--- src/rtl/aes_round_ctrl.sv ---
// Round sequencer for an iterative AES-128 encryption datapath.
// After a load it runs one initial AddRoundKey cycle, then NR round cycles.
// It drives the datapath enables, the init/round mux select, the MixColumns
// bypass and the key-expansion round constant, and flags completion with done.
module aes_round_ctrl #(
    parameter int NR = 10
) (
    input  logic       clk,
    input  logic       reset,
    input  logic       load,
    output logic       busy,
    output logic       done,
    output logic [3:0] round,
    output logic       init_sel,
    output logic       state_en,
    output logic       key_en,
    output logic       mix_en,
    output logic [7:0] rcon
);

    localparam logic [3:0] NR_L = 4'(NR);

    typedef enum logic [1:0] {
        IDLE  = 2'd0,
        INIT  = 2'd1,
        ROUND = 2'd2,
        DONE  = 2'd3
    } state_t;

    state_t     state, state_nxt;
    logic [3:0] round_q, round_nxt;

    // Key-expansion round constants for rounds 1..10; anything else is zero.
    function automatic logic [7:0] rc_of(input logic [3:0] r);
        case (r)
            4'd1:    rc_of = 8'h01;
            4'd2:    rc_of = 8'h02;
            4'd3:    rc_of = 8'h04;
            4'd4:    rc_of = 8'h08;
            4'd5:    rc_of = 8'h10;
            4'd6:    rc_of = 8'h20;
            4'd7:    rc_of = 8'h40;
            4'd8:    rc_of = 8'h80;
            4'd9:    rc_of = 8'h1b;
            4'd10:   rc_of = 8'h36;
            default: rc_of = 8'h00;
        endcase
    endfunction

    // State and round registers; reset dominates any pending load.
    always_ff @(posedge clk) begin
        if (reset) begin
            state   <= IDLE;
            round_q <= 4'd0;
        end else begin
            state   <= state_nxt;
            round_q <= round_nxt;
        end
    end

    // Next-state: load only counts in IDLE/DONE, so a load while busy is dropped.
    always_comb begin
        state_nxt = state;
        round_nxt = round_q;
        case (state)
            IDLE: begin
                if (load) begin
                    state_nxt = INIT;
                    round_nxt = 4'd0;
                end
            end
            INIT: begin
                state_nxt = ROUND;
                round_nxt = 4'd1;
            end
            ROUND: begin
                if (round_q < NR_L) begin
                    round_nxt = round_q + 4'd1;
                end else begin
                    state_nxt = DONE;
                end
            end
            DONE: begin
                if (load) begin
                    state_nxt = INIT;
                    round_nxt = 4'd0;
                end
            end
            default: begin
                state_nxt = IDLE;
                round_nxt = 4'd0;
            end
        endcase
    end

    // Moore outputs, decoded from state and round only.
    always_comb begin
        busy     = 1'b0;
        done     = 1'b0;
        round    = round_q;
        init_sel = 1'b0;
        state_en = 1'b0;
        key_en   = 1'b0;
        mix_en   = 1'b0;
        rcon     = 8'h00;
        case (state)
            INIT: begin
                busy     = 1'b1;
                init_sel = 1'b1;
                state_en = 1'b1;
                key_en   = 1'b1;
            end
            ROUND: begin
                busy     = 1'b1;
                state_en = 1'b1;
                key_en   = 1'b1;
                // Final round skips MixColumns.
                mix_en   = (round_q < NR_L);
                rcon     = rc_of(round_q);
            end
            DONE: begin
                done = 1'b1;
            end
            default: begin
                round = 4'd0;
            end
        endcase
    end

endmodule

--- config.mk ---
export PLATFORM = sky130hd
export DESIGN_NAME = aes_round_ctrl
export DESIGN_NICKNAME = d
export VERILOG_FILES = /design/src/rtl/aes_round_ctrl.sv
export SDC_FILE = /design/constraint.sdc
export NUM_CORES = 1
export LEC_CHECK = 0
export BUFFER_PORTS_ARGS = -buffer_cell sky130_fd_sc_hd__buf_2
export CORE_UTILIZATION = 37
export CTS_BUF_LIST = sky130_fd_sc_hd__clkbuf_2 sky130_fd_sc_hd__clkbuf_4 sky130_fd_sc_hd__clkbuf_8
export CTS_CLUSTER_DIAMETER = 60
export DETAILED_ROUTE_END_ITERATION = 8
export SLEW_MARGIN = 20
export SYNTH_ARGS = -nofsm -noshare
export SYNTH_HDL_FRONTEND = slang
export SYNTH_SLANG_ARGS = --single-unit
--- constraint.sdc ---
create_clock -name clk -period 3.05 [get_ports clk]
set_clock_uncertainty 0.15 [all_clocks]
set_input_delay 0.915 -clock clk [delete_from_list [all_inputs] [get_ports clk]]
set_output_delay 0.915 -clock clk [all_outputs]
set_load 0.05 [all_outputs]
* Word-level counts from Yosys, hierarchy flattened
Memory sizes are Yosys's and may differ from the RTL's. A register that Yosys moved wholly into a read port is not among the register bits.
Cells that the tools add are included.
** Operators by class
- Multiplexer cells :: 14
- Equal/unequal tests :: 6
- Magnitude comparators :: 1
- Add/subtract/negate cells :: 1
- Reductions and logical operators :: 6
** Operators by type and width (number)
- 4-bit 2-to-1 mux :: 5
- 4-bit one-hot mux with 3 select lines :: 1
- 8-bit 2-to-1 mux :: 1
- 2-bit one-hot mux with 3 select lines :: 1
- 4-bit by 1-bit adder with 4-bit output (second input constant) :: 1
- 2-bit == test (second input constant) :: 2
- 4-bit < comparator (second input constant) :: 1
- 1-bit 2-to-1 mux :: 4
- 2-bit 2-to-1 mux :: 2
- 2-bit inequality test (second input constant) :: 2
- 2-bit AND reduction :: 2
- 2-bit OR reduction :: 2
- 3-bit OR reduction :: 1
- 2-bit by 1-bit == test with 1-bit output (second input constant) :: 1
- 2-bit zero test :: 1
- 2-bit by 1-bit inequality test with 1-bit output (second input constant) :: 1
** Storage, ports and cells
- Output and inout port bits :: 18
- Memory bits (read-only) :: 128
- Register bits :: 6
- Word-level logic and storage cells :: 31
- Memories :: 1
** Memory list
- (no name shown) :: depth 16, bits a word 8, read ports 1, clocked after memory_dff 1, write ports 0, line 35 : case (r)

* Depth between registers and ports, before layout
Gate-level depths: netlist of the first run.
- Depth in word-level cells :: 6
- Mapped depth :: 10
- Mapped depth without buffers :: 10

* Worst setup path after synthesis of the first run
No wires, ideal clock.
- Kind :: reg2reg
- Start :: register state[0]
- End :: register (tool-made name)
- Slack :: 0.381 ns
- Library setup time :: 0.092 ns
- Arrival time :: 2.427 ns
- Data required time :: 2.808 ns
- Stages on the path, launching flop included :: 10
- Period minus slack after synthesis :: 2.669 ns
- Cell sequence :: dfxtp_1 > inv_1 > ha_1 > or2_2 > nand2_1 > mux2i_1 > nor2_1 > inv_1 > ha_1 > o32ai_1
** RTL lines
- start, declared :: line 30 : state_t state, state_nxt;
- start signal, assigned :: line 56 : state <= state_nxt;

* Worst setup path in the final report of the first run
- Start :: register state[0]
- End :: output mix_en
** Between the ends
- Word-level cells in the longest chain between the ends :: 2
** Ends and longest elaborated chain
- 2-bit == test :: line 106 : case (state)
- 1-bit 2-to-1 mux :: line 106
- end, declared :: line 17 : output logic mix_en,
Every way passes these cells.

==> impl_metrics.ini, run 1 <==
[status]
status = completed

[yosys]
synth_area_per_cell_um2 = 8.646
synth-seq-cells = 14
yosysSeqAreaShare = 0.3242
synth.net_count = 113
yosysTopAreaCell = dfxtp_1
synth-edff-count = 0
synthTopCellsByArea = dfxtp_1 (32%), ha_1 (14%), and2_1 (5.8%)
yosysUniqueCellTypes = 32
synthFlopType = dfxtp_1
syn_area_um2 = 864.6
yosys_warnings = 0
async_flop_share = 0
synthCells = 100
synth_top_area_frac = 0.3242

[die]
die_y_um = 50.34
die_x_um = 50.34
rows = 17
start_util = 0.3908
dieArea_um2 = 2534
io_pins = 21
coreArea_um2 = 2212

[clock_tree]
clk_latency_ns = 0.29
cts_made_buffers = 3
clk_pin_slew_ns = 0.09
cts_hold_buf = 0
post_cts_buffers = 0
clkSinkCount = 14
cts_tree = built
cts_buffer_depth = 2
cts_resized = 0
cts-root-buf = clkbuf_4
cts_max_level = 1

[placed_design]
gp_congestion = 0.7368
numPortBuffers = 20
hpwl_um = 1247

[worst_setup_path]
crit_chain = inv_1, ha_1, nand2_1, inv_1, buf_2
end_kind = output pin
crit_arrival_ns = 1.70
critPathMostFrequentCell = inv_1
max_stage_delay_ns = 0.42
cp_data_required_time_ns = 1.98
startpoint_type = flop
cp.depth = 5
critPathBufInv = 3
worstRegToRegCells = 9
crit_path_max_fanout = 14
setup.worst_path.class = flop to output pin
crit_family = buffers and inverters
crit_slowest_cell = ha_1

[pwr]
power_mw = 0.9266
power.density_nw_per_um2 = 914.3
vdd_drop_max_mv = 0.7140
leakagePower_nw = 0.4925

[routing]
ant_nets = 0
vias_per_cell = 4.959
first_pass_iters = 4
highest_layer = met4
wl_um = 1669
met1_length_um = 797
wl_met2_um = 770
wire_per_inst_um = 11.28
first_iter_violations = 13
drc = 0
wl_met3_um = 85
vias = 734

[sta]
fin_crit_sh = 0.9051
worst_pin_slew_ns = 0.4358
rsz0062_at_grt = no
fmax_mhz = 362.2
finalSetupViolCount = 0
min_period_ns = 2.761
finalHoldViolCount = 0
fin_setup_tns_ns = 0
slew_headroom = 0.7081
final_max_slew_viol_count = 0

[global_routing]
antenna_found_initial = 0
overflow = 0
track_usage = 0.1451
grt_pass1_wl_um = 2753
grt_max_degree = 15
grt_pass1_vias = 637

[final_layout]
layout_commonest_cell = buf_2
area_delta_synth_final_pct = 17.22
nets = 134
layout_common_cells = buf_2 (20), dfxtp_1 (14), nor2_1 (10), ha_1 (10)
drive_gt1_frac = 0.2750
final_util = 0.4581
diodes = 0
num-fill-cells = 228

[hold_path]
whs_path_depth = 2
hp-class = flop to flop

[run]
max-cap-violations = 0
layout make-up:
| cell class | instances | area [um^2] | share of cell area |
|---|---|---|---|
| clock buffer | 4 | 36.28 | 0.03580 |
| inverter | 10 | 37.54 | 0.03704 |
| multi-input combinational | 72 | 524.3 | 0.5173 |
| sequential | 14 | 280.3 | 0.2765 |
| tap | 28 | 35.03 | 0.03457 |
| timing repair buffer | 20 | 100.1 | 0.09877 |
where the power goes:
group	switching, mW	internal (mW)	leakage (nW)	total, mW
Sequential	0.0284	0.210	0.114	0.239
Clock	0.0624	0.0727	0.0210	0.135
Combinational	0.410	0.143	0.358	0.553
final timing paths:
path	to	slack, ns	start
setup / recovery	mix_en	0.29	state[0]
hold / removal	round_q[0]	0.43	round_q[0]
setup reg to reg	flop	0.31	state[0]
hold reg to reg	round_q[0]	0.43	round_q[0]
per-stage QoR:
| stage | hold slack (ns) | setup slack, ns | std cells | area [um^2] |
|---|---|---|---|---|
| after global routing | 0.4591 | 0.08615 | 148 | 1013 |
| after global placement | 0.4167 | 0.2468 | 144 | 977.2 |
| after CTS | 0.4380 | 0.2508 | 148 | 1013 |
| after detailed placement | 0.4230 | 0.2176 | 144 | 977.2 |
| after floorplan | 0.3655 | 0.3809 | 100 | 864.6 |
| final | 0.4329 | 0.2893 | 148 | 1013 |
synthesized netlist by cell type, types with 2 or more instances:
cell type,number
mux2i_1,2
nand4b_1,2
nor3_1,2
clkbuf_1,2
dfxtp_1,14
nor4b_1,2
a31oi_1,2
nand2b_1,2
nor2_1,10
buf_4,2
and2_1,8
nor2b_1,4
inv_1,9
nand2_1,9
ha_1,10
a21oi_1,3
a211oi_2,2
layer usage:
metal | up-vias | GRT usage
met5 | - | 0
met4 | 0 | 0.04167
met3 | 2 | 0.06364
met2 | 19 | 0.2378
met1 | 333 | 0.1704
li1 | 380 | -
logic make-up after synthesis:
group | count (synthesis) | share of synthesized area
flip-flops | 14 | 0.3242
multiplexers | 2 | 0.02316
buffers and inverters | 14 | 0.06946
AND/OR/NAND/NOR | 45 | 0.2866
AO/OA/AOI/OAI | 15 | 0.1519
adder cells (fa/ha/maj) | 10 | 0.1447
worst register-to-register path: stages (launching register included):
cell and delay [ns]:
dfxtp_1 0.42, inv_1 0.09, ha_1 0.38, or2_2 0.36
nand2_1 0.11, mux2i_1 0.34, nor2_1 0.13, inv_1 0.10
ha_1 0.26, o32ai_1 0.30
Note: power is estimated with default switching activity, not from simulation.
==> run 2, diff against run 1 <==
--- a/config.mk
+++ b/config.mk
@@ -10,6 +10,7 @@
 export CTS_BUF_LIST = sky130_fd_sc_hd__clkbuf_2 sky130_fd_sc_hd__clkbuf_4 sky130_fd_sc_hd__clkbuf_8
 export CTS_CLUSTER_DIAMETER = 60
 export DETAILED_ROUTE_END_ITERATION = 8
+export RECOVER_POWER = 50
 export SLEW_MARGIN = 20
 export SYNTH_ARGS = -nofsm -noshare
 export SYNTH_HDL_FRONTEND = slang
==> impl_metrics.ini, run 2 (same netlist as run 1, synthesis figures left out) <==
[global_routing]
overflow = 0
grt_pass1_vias = 637
grt_max_degree = 15
track_usage = 0.1451
antenna_found_initial = 0
grt_pass1_wl_um = 2753

[worst_setup_path]
critPathBufInv = 3
crit_slowest_cell = ha_1
cp_data_required_time_ns = 1.98
setup.worst_path.class = flop to output pin
crit_arrival_ns = 1.69
max_stage_delay_ns = 0.42
critPathMostFrequentCell = inv_1
crit_path_max_fanout = 14
startpoint_type = flop
crit_family = buffers and inverters
end_kind = output pin
crit_chain = inv_1, ha_1, nand2_1, inv_1, buf_2

[clock_tree]
post_cts_buffers = 0
cts_buffer_depth = 2
cts_made_buffers = 3
clkSinkCount = 14
cts_tree = built
cts_hold_buf = 0
cts_max_level = 1
clk_latency_ns = 0.29
clk_pin_slew_ns = 0.09
cts_resized = 0
cts-root-buf = clkbuf_4

[sta]
min_period_ns = 2.760
final_max_slew_viol_count = 0
finalHoldViolCount = 0
setup_slack_ns = 0.2903
rsz0062_at_grt = no
fmax_mhz = 362.4
slew_headroom = 0.6018
finalSetupViolCount = 0
worst_pin_slew_ns = 0.5999
fin_setup_tns_ns = 0
fin_crit_sh = 0.9048

[routing]
first_iter_violations = 15
ant_nets = 0
wl_um = 1688
vias = 744
drc = 0
wire_per_inst_um = 11.41
first_pass_iters = 4
vias_per_cell = 5.027

[pwr]
vdd_drop_max_mv = 0.7022
p_clk_frac = 0.147
switchingPower_mw = 0.5021
swShare = 0.5458
combPwrFrac = 0.593
internal_power_mw = 0.4178
leakagePower_nw = 0.4666
power.density_nw_per_um2 = 923.6
seqPwrFrac = 0.259

[die]
start_util = 0.3908
coreArea_um2 = 2212
die_x_um = 50.34
dieArea_um2 = 2534
io_pins = 21
rows = 17
die_y_um = 50.34

[final_layout]
drive_gt1_frac = 0.2000
register_area_um2 = 280.3
diodes = 0
num-fill-cells = 228
nets = 134
area_delta_synth_final_pct = 15.20
multi_input_area_um2 = 515.5
layout_commonest_cell = dfxtp_1
layout_common_cells = dfxtp_1 (14), buf_2 (13), nor2_1 (11)

[placed_design]
numPortBuffers = 20
hpwl_um = 1247
dp_slack_ns = 0.2176
gp_congestion = 0.7368

[hold_path]
hp-class = flop to flop

[run]
max-cap-violations = 0

[status]
status = completed
-- run 2: changes by cell type in the layout (fill, tap and decap cells not counted) --
cell       delta
nor2_2        -1
buf_2         -7
a2111oi_0     +1
nor2_1        +1
or3_1         +1
or3_4         -1
clkbuf_1      +7
a2111oi_1     -1
-- run 2: metrics by stage --
stage	total power [mW]	std cells	utilization	area, um^2	hold slack [ns]
finish	0.9198	148	0.4502	996.0	0.4328
global route	0.9855	148	0.4502	996.0	0.4590
floorplan	0.7276	100	-	864.6	0.3655
global placement	0.7949	144	0.4417	977.2	0.4167
detailed placement	0.7984	144	0.4417	977.2	0.4230
CTS	0.9325	148	0.4581	1013	0.4380
-- run 2: worst paths after layout --
check        cells past startpoint  slack (ns)       start          to
max                              5        0.29    state[0]      mix_en
min                              2        0.43  round_q[0]  round_q[0]
max reg2reg                      9        0.31    state[0]        flop
min reg2reg                      2        0.43  round_q[0]  round_q[0]
-- run 2: final cells by class --
| cell class | count | share of cell area |
|---|---|---|
| inverters | 10 | 0.03769 |
| clock buffers | 4 | 0.03643 |
| well taps | 28 | 0.03518 |
| multi-input cells | 72 | 0.5176 |
| flip-flops and latches | 14 | 0.2814 |
| repair buffers | 20 | 0.09171 |
-- run 2: worst reg2reg max path: cells and delay by family, from the launching register on --
kind	cells	cell delay (ns)
compound gates	1	0.30
mux	1	0.35
buf+inv	2	0.19
simple gates	3	0.60
flops	1	0.42
fa+ha+maj	2	0.64
-- run 2: power by group through the flow --
stage	combinational [mW]	clock, mW	sequential (mW)
floorplan	0.492	0	0.235
global placement	0.550	0	0.245
detailed placement	0.553	0	0.245
CTS	0.556	0.137	0.240
global route	0.595	0.146	0.245
finish	0.546	0.135	0.239
-- run 2: per-layer routing --
layer	vias up	part of all wire	GRT usage
li1	379	-	-
met1	340	0.47	0.1704
met2	21	0.46	0.2378
met3	4	0.061	0.06364
met4	0	0.012	0.04167
met5	-	0	0
==> run 3, diff against run 2 <==
--- a/config.mk
+++ b/config.mk
@@ -5,11 +5,11 @@
 export SDC_FILE = /design/constraint.sdc
 export NUM_CORES = 1
 export LEC_CHECK = 0
-export BUFFER_PORTS_ARGS = -buffer_cell sky130_fd_sc_hd__buf_2
 export CORE_UTILIZATION = 37
 export CTS_BUF_LIST = sky130_fd_sc_hd__clkbuf_2 sky130_fd_sc_hd__clkbuf_4 sky130_fd_sc_hd__clkbuf_8
 export CTS_CLUSTER_DIAMETER = 60
 export DETAILED_ROUTE_END_ITERATION = 8
+export DONT_BUFFER_PORTS = 1
 export RECOVER_POWER = 50
 export SLEW_MARGIN = 20
 export SYNTH_ARGS = -nofsm -noshare
==> impl_metrics.ini, run 3 (same netlist as run 1, synthesis figures left out) <==
[sta]
min_period_ns = 2.793
final_max_slew_viol_count = 0
finalHoldViolCount = 0
fmax_mhz = 358.0
worst_pin_slew_ns = 0.6014
hold_ws_ns = 0.4311
finalSetupViolCount = 0
setup_slack_ns = 0.2570
rsz0062_at_grt = no
slew_headroom = 0.6008
fin_crit_sh = 0.9157
fin_setup_tns_ns = 0

[global_routing]
track_usage = 0.1419
overflow = 0
grt_pass1_vias = 668
grt_max_degree = 15
antenna_found_initial = 0
grt_pass1_wl_um = 2711

[final_layout]
fin_cells = 133
layout_common_cells = dfxtp_1 (14), nor2_1 (11), ha_1 (10)
final_util = 0.4152
nets = 120
drive_gt1_frac = 0.1048
layout_commonest_cell = dfxtp_1
stdcell_area_um2 = 918.4
area_delta_synth_final_pct = 6.223
diodes = 0

[die]
die_x_um = 50.34
start_util = 0.3908
io_pins = 21
die_y_um = 50.34
dieArea_um2 = 2534
coreArea_um2 = 2212
rows = 17

[routing]
drc = 0
vias_per_cell = 5.188
first_pass_iters = 4
vias = 690
ant_nets = 0
wire_per_inst_um = 12.18
wl_um = 1620
first_iter_violations = 8

[pwr]
vdd_drop_max_mv = 0.6784
leakagePower_nw = 0.3873
power.density_nw_per_um2 = 950.0
power_mw = 0.8725

[clock_tree]
cts_buffer_depth = 2
post_cts_buffers = 0
cts_made_buffers = 3
cts-root-buf = clkbuf_4
cts_hold_buf = 0
clkSinkCount = 14
cts_resized = 0
cts_tree = built
clk_latency_ns = 0.27
cts_max_level = 1
clk_pin_slew_ns = 0.07

[worst_setup_path]
crit_chain = inv_1, ha_1, nand2_1, inv_1
crit_slowest_cell = ha_1
cp_data_required_time_ns = 1.98
critPathMostFrequentCell = inv_1
crit_path_max_fanout = 14
setup.worst_path.class = flop to output pin
critPathBufInv = 2
max_stage_delay_ns = 0.42
startpoint_type = flop
end_kind = output pin
crit_arrival_ns = 1.73
crit_family = buffers and inverters
reg2reg_slack_ns = 0.34

[placed_design]
postPlaceCellArea_um2 = 922.1
numPortBuffers = 0
gp_congestion = 0.8832
dp_slack_ns = 0.3180
dp.cells = 130
hpwl_um = 1243

[run]
max-cap-violations = 0

[hold_path]
hp-class = flop to flop

[status]
status = completed
run 3: per-layer routing:
metal,wire length (um),track usage
met1,775,0.1627
met2,780,0.2400
met3,64,0.06364
met4,0,0.03241
met5,0,0
run 3: worst reg2reg max path, delay by kind of cell (launching register included):
family	cells	cell delay (ns)
simple gates	2	0.57
flops	1	0.41
compound gates	3	0.75
buf+inv	2	0.40
fa+ha+maj	1	0.30
run 3: worst paths after layout:
path | from | to | cells after the start
worst max-delay path | state[0] | mix_en | 4
worst min-delay path | state[0] | state[0] | 2
worst max register to register | state[0] | flop | 8
worst min register to register | state[0] | state[0] | 2
run 3: area by class of cell:
class                   count  area (um^2)
multi-input cells          72        513.0
well taps                  28        35.03
flip-flops and latches     14        280.3
clock buffers               3        22.52
inverters                  10        37.54
fillers                   237         1294
repair buffers              6        30.03
run 3: report_power, final:
part           switching, mW  internal, mW  total (mW)
clock                 0.0500        0.0456      0.0957
sequential            0.0310         0.210       0.241
combinational          0.400         0.135       0.536
